`config.mk`:
```
export PLATFORM = sky130hd
export DESIGN_NAME = platform_scroller
export DESIGN_NICKNAME = d
export VERILOG_FILES = /design/src/rtl/platform_scroller.sv
export SDC_FILE = /design/constraint.sdc
export NUM_CORES = 1
export LEC_CHECK = 0
export ABC_AREA = 1
export BUFFER_PORTS_ARGS = -buffer_cell sky130_fd_sc_hd__buf_4
export CAP_MARGIN = 20
export CORE_MARGIN = 1
export CORE_UTILIZATION = 29
export CTS_CLUSTER_DIAMETER = 120
export DETAILED_ROUTE_END_ITERATION = 16
export SYNTH_ARGS = -nofsm -noshare
export SYNTH_HDL_FRONTEND = slang
export SYNTH_SLANG_ARGS = --single-unit
```
`constraint.sdc`:
```
create_clock -name clk -period 4 [get_ports clk]
set_clock_uncertainty 0.05 [all_clocks]
set_input_delay 0.8 -clock clk [delete_from_list [all_inputs] [get_ports clk]]
set_output_delay 0.8 -clock clk [all_outputs]
set_load 0.05 [all_outputs]
```
`src/rtl/platform_scroller.sv`:
```
// Scans platform slots after each falling frame tick, reports the landed slot,
// and meters the resulting scroll distance out in MAX_STEP-limited per-frame steps.
module platform_scroller #(
  parameter int N_PLAT      = 8,
  parameter int SCROLL_LINE = 520,
  parameter int DOODLE_H    = 80,
  parameter int DOODLE_W    = 61,
  parameter int PLAT_W      = 80,
  parameter int HIT_TOL     = 30,
  parameter int GROUND_Y    = 767,
  parameter int MAX_STEP    = 16
) (
  input  logic                              clk,
  input  logic                              rst,
  input  logic                              frame_tick,
  input  logic                              falling,
  input  logic [10:0]                       doodle_x,
  input  logic [9:0]                        doodle_y,
  input  logic [N_PLAT-1:0][9:0]            plat_y,
  input  logic [N_PLAT-1:0][10:0]           plat_x,
  output logic [9:0]                        delta,
  output logic                              scroll_active,
  output logic                              hit_valid,
  output logic [$clog2(N_PLAT)-1:0]         hit_idx
);

  localparam int IDX_W = $clog2(N_PLAT);

  localparam logic signed [12:0] DH  = 13'(DOODLE_H);
  localparam logic signed [12:0] DW  = 13'(DOODLE_W);
  localparam logic signed [12:0] PW  = 13'(PLAT_W);
  localparam logic signed [12:0] TOL = 13'(HIT_TOL);
  localparam logic signed [12:0] GY  = 13'(GROUND_Y);
  localparam logic [9:0]         STEP_MAX = 10'(MAX_STEP);
  localparam logic [9:0]         LINE     = 10'(SCROLL_LINE);

  typedef enum logic [1:0] {IDLE, SCAN, EVAL} state_t;

  state_t            state, state_nxt;
  logic [IDX_W-1:0]  scan_idx;
  logic [IDX_W-1:0]  hit_slot;
  logic              hit_flag;
  logic [10:0]       dx_l;
  logic [9:0]        dy_l;
  logic [9:0]        remaining;

  logic              start, scan_en, eval_en, scan_last;
  logic              slot_hit;
  logic signed [12:0] py, px, dys, dxs;
  logic [9:0]        step, add;
  logic [11:0]       rem_sum;
  logic [9:0]        rem_nxt;

  assign scan_last = (scan_idx == IDX_W'(N_PLAT - 1));

  always_ff @(posedge clk) begin
    if (rst) state <= IDLE;
    else     state <= state_nxt;
  end

  always_comb begin
    state_nxt = state;
    case (state)
      IDLE:    if (frame_tick && falling) state_nxt = SCAN;
      SCAN:    if (scan_last) state_nxt = EVAL;
      EVAL:    state_nxt = IDLE;
      default: state_nxt = IDLE;
    endcase
  end

  always_comb begin
    start   = 1'b0;
    scan_en = 1'b0;
    eval_en = 1'b0;
    case (state)
      IDLE:    start   = frame_tick && falling;
      SCAN:    scan_en = 1'b1;
      EVAL:    eval_en = 1'b1;
      default: ;
    endcase
  end

  // Zero-extended into 13-bit signed so the left bound may go negative without wrapping.
  always_comb begin
    py  = $signed({3'b000, plat_y[scan_idx]});
    px  = $signed({2'b00,  plat_x[scan_idx]});
    dys = $signed({3'b000, dy_l}) + DH;
    dxs = $signed({2'b00,  dx_l});
    slot_hit = (dys >= py) && (dys <= py + TOL) &&
               (((dxs >= px - DW) && (dxs <= px + PW)) || (py >= GY));
  end

  always_comb begin
    step    = (remaining > STEP_MAX) ? STEP_MAX : remaining;
    add     = (eval_en && hit_flag && (dy_l <= LINE)) ? (LINE - dy_l) : 10'd0;
    rem_sum = {2'b00, remaining} - (frame_tick ? {2'b00, step} : 12'd0) + {2'b00, add};
    rem_nxt = (rem_sum > 12'd1023) ? 10'd1023 : rem_sum[9:0];
  end

  always_ff @(posedge clk) begin
    if (rst) begin
      scan_idx  <= '0;
      hit_slot  <= '0;
      hit_flag  <= 1'b0;
      dx_l      <= '0;
      dy_l      <= '0;
      remaining <= '0;
      delta     <= '0;
      hit_valid <= 1'b0;
      hit_idx   <= '0;
    end else begin
      if (start) begin
        dx_l     <= doodle_x;
        dy_l     <= doodle_y;
        hit_flag <= 1'b0;
        scan_idx <= '0;
      end
      if (scan_en) begin
        scan_idx <= scan_idx + IDX_W'(1);
        // First hit in index order wins.
        if (slot_hit && !hit_flag) begin
          hit_flag <= 1'b1;
          hit_slot <= scan_idx;
        end
      end
      hit_valid <= eval_en && hit_flag;
      if (eval_en && hit_flag) hit_idx <= hit_slot;
      remaining <= rem_nxt;
      if (frame_tick) delta <= step;
    end
  end

  assign scroll_active = (remaining != 10'd0) || (delta != 10'd0);

endmodule

```
==> results of run 1 <==
-- what timing repair did --
item,in CTS,in global routing
setup buffers,0,2
resized for setup,0,32
setup endpoints to repair,0,10
-- flip-flops by register name, summed over array words and instances, names as in the netlist --
signal	flops
dx_l	11
hit_valid	1
delta	10
scan_idx	3
dy_l	10
hit_flag	1
state	2
hit_slot	3
remaining	10
hit_idx	3
-- worst min-delay path by stage --
stage                            from          end  slack [ns]  depth (start not counted)
after global placement       delta[9]     delta[9]        0.40                          2
after detailed placement     delta[9]     delta[9]        0.40                          2
after floorplan           hit_slot[0]  hit_slot[0]        0.40                          2
after global routing         delta[6]     delta[6]        0.44                          2
final                        delta[9]     delta[9]        0.41                          2
after CTS                    delta[9]     delta[9]        0.41                          2
-- critical path: stages, from the launching register on --
cell      delay [ns]
dfxtp_4         0.37
nor2_2          0.12
nand3_2         0.08
nand2_1         0.07
nand4_1         0.07
inv_1           0.07
nand2_2         0.07
nor2_2          0.13
inv_1           0.08
ha_1            0.27
nand2_1         0.08
nor2_2          0.04
a211oi_2        0.24
nand3b_1        0.16
nand2_2         0.07
nand3_2         0.08
nand2_1         0.07
xor2_1          0.15
ha_1            0.35
inv_2           0.07
o21bai_1        0.23
a31oi_1         0.15
o311a_1         0.16
nor2_1          0.12
nand3_1         0.09
nand2_1         0.12
buf_12          0.14
a21oi_1         0.06
-- placed cells by master, fill, tap and decap left out, drive strengths merged, types with 2 or more instances in the layout --
| cell | netlist | layout |
|---|---|---|
| buf | 27 | 237 |
| nand2 | 226 | 226 |
| nor2 | 163 | 163 |
| inv | 145 | 146 |
| o21ai | 96 | 96 |
| nand3 | 86 | 86 |
| ha | 71 | 71 |
| a21oi | 63 | 63 |
| dfxtp | 54 | 54 |
| xor2 | 30 | 30 |
| nor3 | 14 | 14 |
| xnor2 | 11 | 11 |
| nand4 | 10 | 10 |
| o211ai | 6 | 6 |
| o22ai | 6 | 6 |
| conb | 1 | 5 |
| clkbuf | 14 | 5 |
| a211oi | 5 | 5 |
| nand3b | 4 | 4 |
| or2 | 3 | 3 |
| nor4 | 2 | 2 |
| a31oi | 2 | 2 |
| o21bai | 2 | 2 |
| clkinv | 1 | 2 |
| fa | 2 | 2 |
-- stage by stage --
stage	TNS, ns	worst slack (ns)	instances
6_report	0	0.1426	1535
5_1_grt	-1.612	-0.1723	1535
4_1_cts	0	0.07194	1533
3_5_place_dp	-0.8570	-0.09163	1525
3_3_place_gp	-0.08471	-0.009363	1525
2_1_floorplan	0	0.2755	1056
-- layer usage --
layer | vias up | GRT usage [%]
li1 | 3810 | -
met1 | 3158 | 23.56
met2 | 155 | 32.91
met3 | 29 | 2.263
met4 | 0 | 4.184
met5 | - | 0
-- area by class of cell --
cell class,count,area (um^2)
clock buffers,5,125.1
inverters,146,548.0
fillers,2288,12640
repair buffers,237,1842
well taps,275,344.1
clock inverters,3,25.02
multi-input cells,815,4541
flip-flops and latches,54,1090
-- where the power goes --
part | internal [W] | switching [W]
registers | 0.000585 | 0.0000413
logic | 0.000588 | 0.000723
clock network | 0.000236 | 0.000213
total | 0.00141 | 0.000978
-- cell families after synthesis --
logic type / after synthesis / share of synthesized area (%)
flip-flops: 54 / 17.21
XOR/XNOR: 41 / 5.716
AO/OA/AOI/OAI: 185 / 16.03
buffers and inverters: 187 / 12.45
AND/OR/NAND/NOR: 511 / 33.76
other: 1 / 0.05969
adder cells (fa/ha/maj): 73 / 14.78
==> qor.csv, run 1 <==
stage,metric,value,unit
detailed_routing,highest_layer,met4,
setup_path,crit_required,4.12,ns
die,ioPinCount,208,
final_layout,drive_above_1_share,23.10,%
run_status,status,finished clean,
setup_path,start_kind,flip-flop,
die,core_area,21150,um^2
setup_path,crit_path_end_kind,flip-flop,
yosys,synth_edf_count,0,
setup_path,worstPathArrival,3.98,ns
detailed_routing,wl_met2,9914,um
yosys,synth_common_cells,"nand2_1, nor2_1, inv_1, nand3_1, ha_1",
clock_network,cts.clk_slew.worst_paths,0.07,ns
yosys,synth_top_cell_by_area,dfxtp_1,
sta,max_slew_margin,43.65,%
placement,hpwl,16350,um
clock_network,cts_max_path_buffers,2,
die,start_util,29.70,%
clock_network,cts_tree,built,
die,dieArea,22260,um^2
setup_path,critPathLaunch,remaining[3],
sta,whs,0.4115,ns
yosys,syn_inst,1052,
detailed_routing,met1_length,9409,um
job,maxCapViolCount,0,
placement,io_buffer_count,207,
clock_network,cts_inserted_buffers,5,
global_route,grt_pass1_wl,33220,um
final_layout,stdcell_area,8514,um^2
detailed_routing,ant_nets,0,
placement,placed_area,8237,um^2
detailed_routing,vias,7152,
clock_network,clkLatencyLatePin,0.30,ns
yosys,yosysWarningCount,0,
yosys,synth-seq-area-share,17.21,%
die,die_h,149.2,um
yosys,async_reset_ff_share,0,%
sta,finalCriticalPeriod,3.857,ns
sta,finalCritPeriodShare,96.44,%
detailed_routing,route.detailed.drc,0,
setup_path,worstRegToRegCells,27,
detailed_routing,routed-wl-met3,854,um
detailed_routing,dr.pass1.iters,6,
global_route,first_global_vias,6817,
global_route,antenna_found_initial,0,
detailed_routing,avgViaCountPerCell,4.659,
die,die_w,149.2,um
yosys,synth_area_per_cell,5.972,um^2
global_route,grt_max_degree,86,
final_layout,diodes,0,
detailed_routing,routed_wl,20580,um
setup_path,crit_path_max_fanout,10,
sta,worst_pin_slew,0.8443,ns
setup_path,r2r_slack,0.14,ns
yosys,yosysUniqueCellTypes,42,
detailed_routing,wire_per_inst,13.41,um
setup_path,r2r-start,remaining[3],
yosys,synth_area,6282,um^2
setup_path,timing.rr.end,remaining[5],
yosys,synth.top_cells.by_area,"dfxtp_1, ha_1, nand2_1, nor2_1, inv_1",
setup_path,cp-endpoint,remaining[5],
yosys,yosysMostFrequentCell,nand2_1,
yosys,synth-main-ff-cell,dfxtp_1,
clock_network,hold_buffers,0,
clock_network,clock-sinks,54,
setup_path,critical_path_class,reg2reg,
final_layout,nNetsFinal,1525,
final_layout,syn_to_final_growth,35.53,%
detailed_routing,drtIter0Drc,328,
sta,slew_viol_final,0,
worst_hold_path,hold_path.class,reg2reg,
yosys,yosysTopAreaCellShare,17.21,%
placement,place_congestion,0.8829,
yosys,yosys_register_bits,54,
global_route,track_usage,18.49,%
power,p_per_area,280.3,nW/um^2
power,p_leak,4.461,nW
clock_network,cts_root_buf,clkbuf_16,
sta,timing.fmax,259.2,MHz
final_layout,finish.utilization,40.25,%
sta,hold_viol_final,0,
die,rows,53,
power,vdd_drop_max,0.1640,mV
clock_network,cts.htree.levels,2,
global_route,gr-total-overflow,0,
sta,setup_viol,0,
power,power,0.002387,W
No activity file was read; power rests on OpenSTA's default activity.
==> run 2, diff against run 1 <==
--- a/config.mk
+++ b/config.mk
@@ -12,6 +12,7 @@
 export CORE_UTILIZATION = 29
 export CTS_CLUSTER_DIAMETER = 120
 export DETAILED_ROUTE_END_ITERATION = 16
+export GPL_TIMING_DRIVEN = 0
 export SYNTH_ARGS = -nofsm -noshare
 export SYNTH_HDL_FRONTEND = slang
 export SYNTH_SLANG_ARGS = --single-unit
==> qor.csv, run 2 (synthesis gave the netlist of run 1 again) <==
stage,metric,value,unit,change
sta,timing.fmax,265.4,MHz,was 259.2 MHz
die,die_w,149.2,um,unchanged
die,start_util,29.70,%,unchanged
setup_path,worstPathArrival,3.88,ns,was 3.98 ns
setup_path,critical_path_class,reg2reg,,unchanged
placement,hpwl,18370,um,was 16350 um
detailed_routing,routed_wl,22470,um,was 20580 um
power,p_leak,4.504,nW,was 4.461 nW
setup_path,crit_path_end_kind,flip-flop,,unchanged
run_status,status,finished clean,,unchanged
sta,hold_viol_final,0,,unchanged
job,maxCapViolCount,0,,unchanged
power,p_per_area,295.3,nW/um^2,was 280.3 nW/um^2
global_route,grt_pass1_wl,35590,um,was 33220 um
setup_path,start_kind,flip-flop,,unchanged
sta,tns,0,ns,unchanged
clock_network,clock-sinks,54,,unchanged
final_layout,layout_commonest_cell,buf_4,,unchanged
sta,finalCriticalPeriod,3.767,ns,was 3.857 ns
clock_network,cts_max_path_buffers,2,,unchanged
sta,setup_ws,0.2326,ns,was 0.1426 ns
power,vdd_drop_max,0.1503,mV,was 0.1640 mV
clock_network,clkLatencyLatePin,0.30,ns,about the same
die,core_area,21150,um^2,unchanged
global_route,gr-total-overflow,0,,unchanged
sta,finalCritPeriodShare,94.19,%,was 96.44%
global_route,grt_max_degree,17,,was 86
global_route,track_usage,20.27,%,was 18.49%
setup_path,crit_path_max_fanout,5,,was 10
die,die_h,149.2,um,unchanged
sta,max_slew_margin,52.30,%,was 43.65%
detailed_routing,avgViaCountPerCell,4.763,,was 4.659
final_layout,regMostFlops,dx_l,,unchanged
detailed_routing,vias,7392,,was 7152
sta,slew_viol_final,0,,unchanged
clock_network,cts.htree.levels,2,,unchanged
placement,place_congestion,0.9277,,was 0.8829
clock_network,cts_inserted_buffers,5,,unchanged
placement,place_ws,-0.4098,ns,was -0.09163 ns
clock_network,cts_tree,built,,unchanged
final_layout,layout_common_cells,"buf_4, nand2_1, nor2_1",,unchanged
final_layout,largest_reg_flops,11,,unchanged
global_route,antenna_found_initial,0,,unchanged
clock_network,cts.clk_slew.worst_paths,0.07,ns,about the same
final_layout,diodes,0,,unchanged
detailed_routing,drtIter0Drc,338,,was 328
global_route,first_global_vias,7224,,was 6817
clock_network,hold_buffers,0,,unchanged
worst_hold_path,hold_path.class,reg2reg,,unchanged
detailed_routing,route.detailed.drc,0,,unchanged
clock_network,cts_root_buf,clkbuf_16,,unchanged
detailed_routing,dr.pass1.iters,5,,was 6
sta,setup_viol,0,,unchanged
die,ioPinCount,208,,unchanged
sta,rsz0062_at_grt,true,,
die,rows,53,,unchanged
placement,io_buffer_count,207,,unchanged
final_layout,nNetsFinal,1542,,was 1525
detailed_routing,wire_per_inst,14.48,um,was 13.41 um
detailed_routing,ant_nets,0,,unchanged
final_layout,drive_above_1_share,23.49,%,was 23.10%
die,dieArea,22260,um^2,unchanged
setup_path,crit_required,4.11,ns,was 4.12 ns
sta,worst_pin_slew,0.7154,ns,was 0.8443 ns
final_layout,syn_to_final_growth,37.04,%,was 35.53%
## run 2: power breakdown
part | internal [W] | switching (W)
clock network | 0.000376 | 0.000205
registers | 0.000584 | 0.0000376
logic | 0.000581 | 0.000759
## run 2: worst paths after layout
check | start | end | slack, ns | depth (start not counted)
max reg2reg | remaining[3] | remaining[2] | 0.23 | 27
min reg2reg | delta[5] | delta[5] | 0.41 | 2
max | remaining[3] | remaining[2] | 0.23 | 27
min | delta[5] | delta[5] | 0.41 | 2
## run 2: metrics by stage
step                      utilization (%)  instances  power, W  hold WS [ns]  instance area (um^2)
after floorplan                         -       1056  0.001459        0.3963                  6297
after global placement              38.74       1538  0.001826        0.3976                  8195
after detailed placement            38.74       1538  0.001840        0.3957                  8195
after CTS                           39.87       1548  0.002461        0.4098                  8434
after global routing                40.70       1552  0.002763        0.4365                  8610
final                               40.70       1552  0.002542        0.4069                  8610
## run 2: metal layers
metal,vias up,wire (um),part of all wire [%],global-route usage [%]
met3,42,1209,5.4,3.058
met1,3326,10050,45,25.45
met5,-,0,0,0
met2,184,10620,47,35.33
li1,3840,-,-,-
met4,0,584,2.6,6.327
## run 2: repair_timing
| action | CTS | global route |
|---|---|---|
| pin swaps | 1 | 14 |
| cloned | 0 | 1 |
| resized for setup | 6 | 46 |
| setup buffers | 2 | 4 |
| endpoints found under the setup margin | 10 | 14 |
## run 2: worst max-delay path, stage by stage, from the launching register on
cell,delay [ns]
dfxtp_2,0.34
nor2_1,0.10
nand3_1,0.13
nand2_1,0.09
nand4_1,0.09
inv_2,0.09
nand2_4,0.07
nor2_4,0.11
inv_1,0.06
ha_1,0.27
nand2_1,0.08
nor2_2,0.04
a211oi_2,0.22
nand3b_1,0.15
nand2_2,0.07
nand3_2,0.09
nand2_1,0.07
xor2_1,0.16
ha_1,0.37
nand2_2,0.09
nor2_2,0.11
nand2_1,0.08
o2111ai_2,0.13
a21oi_2,0.09
nor2_2,0.12
nand3_2,0.14
nand2_4,0.14
a21oi_1,0.07
## run 2: cell type report
type / instances / area [um^2]
fillers: 2290 / 12540
multi-input cells: 816 / 4598
repair buffers: 213 / 1599
flip-flops and latches: 54 / 1084
inverters: 146 / 548.0
well taps: 275 / 344.1
plain buffers: 40 / 237.7
clock buffers: 6 / 138.9
clock inverters: 2 / 60.06
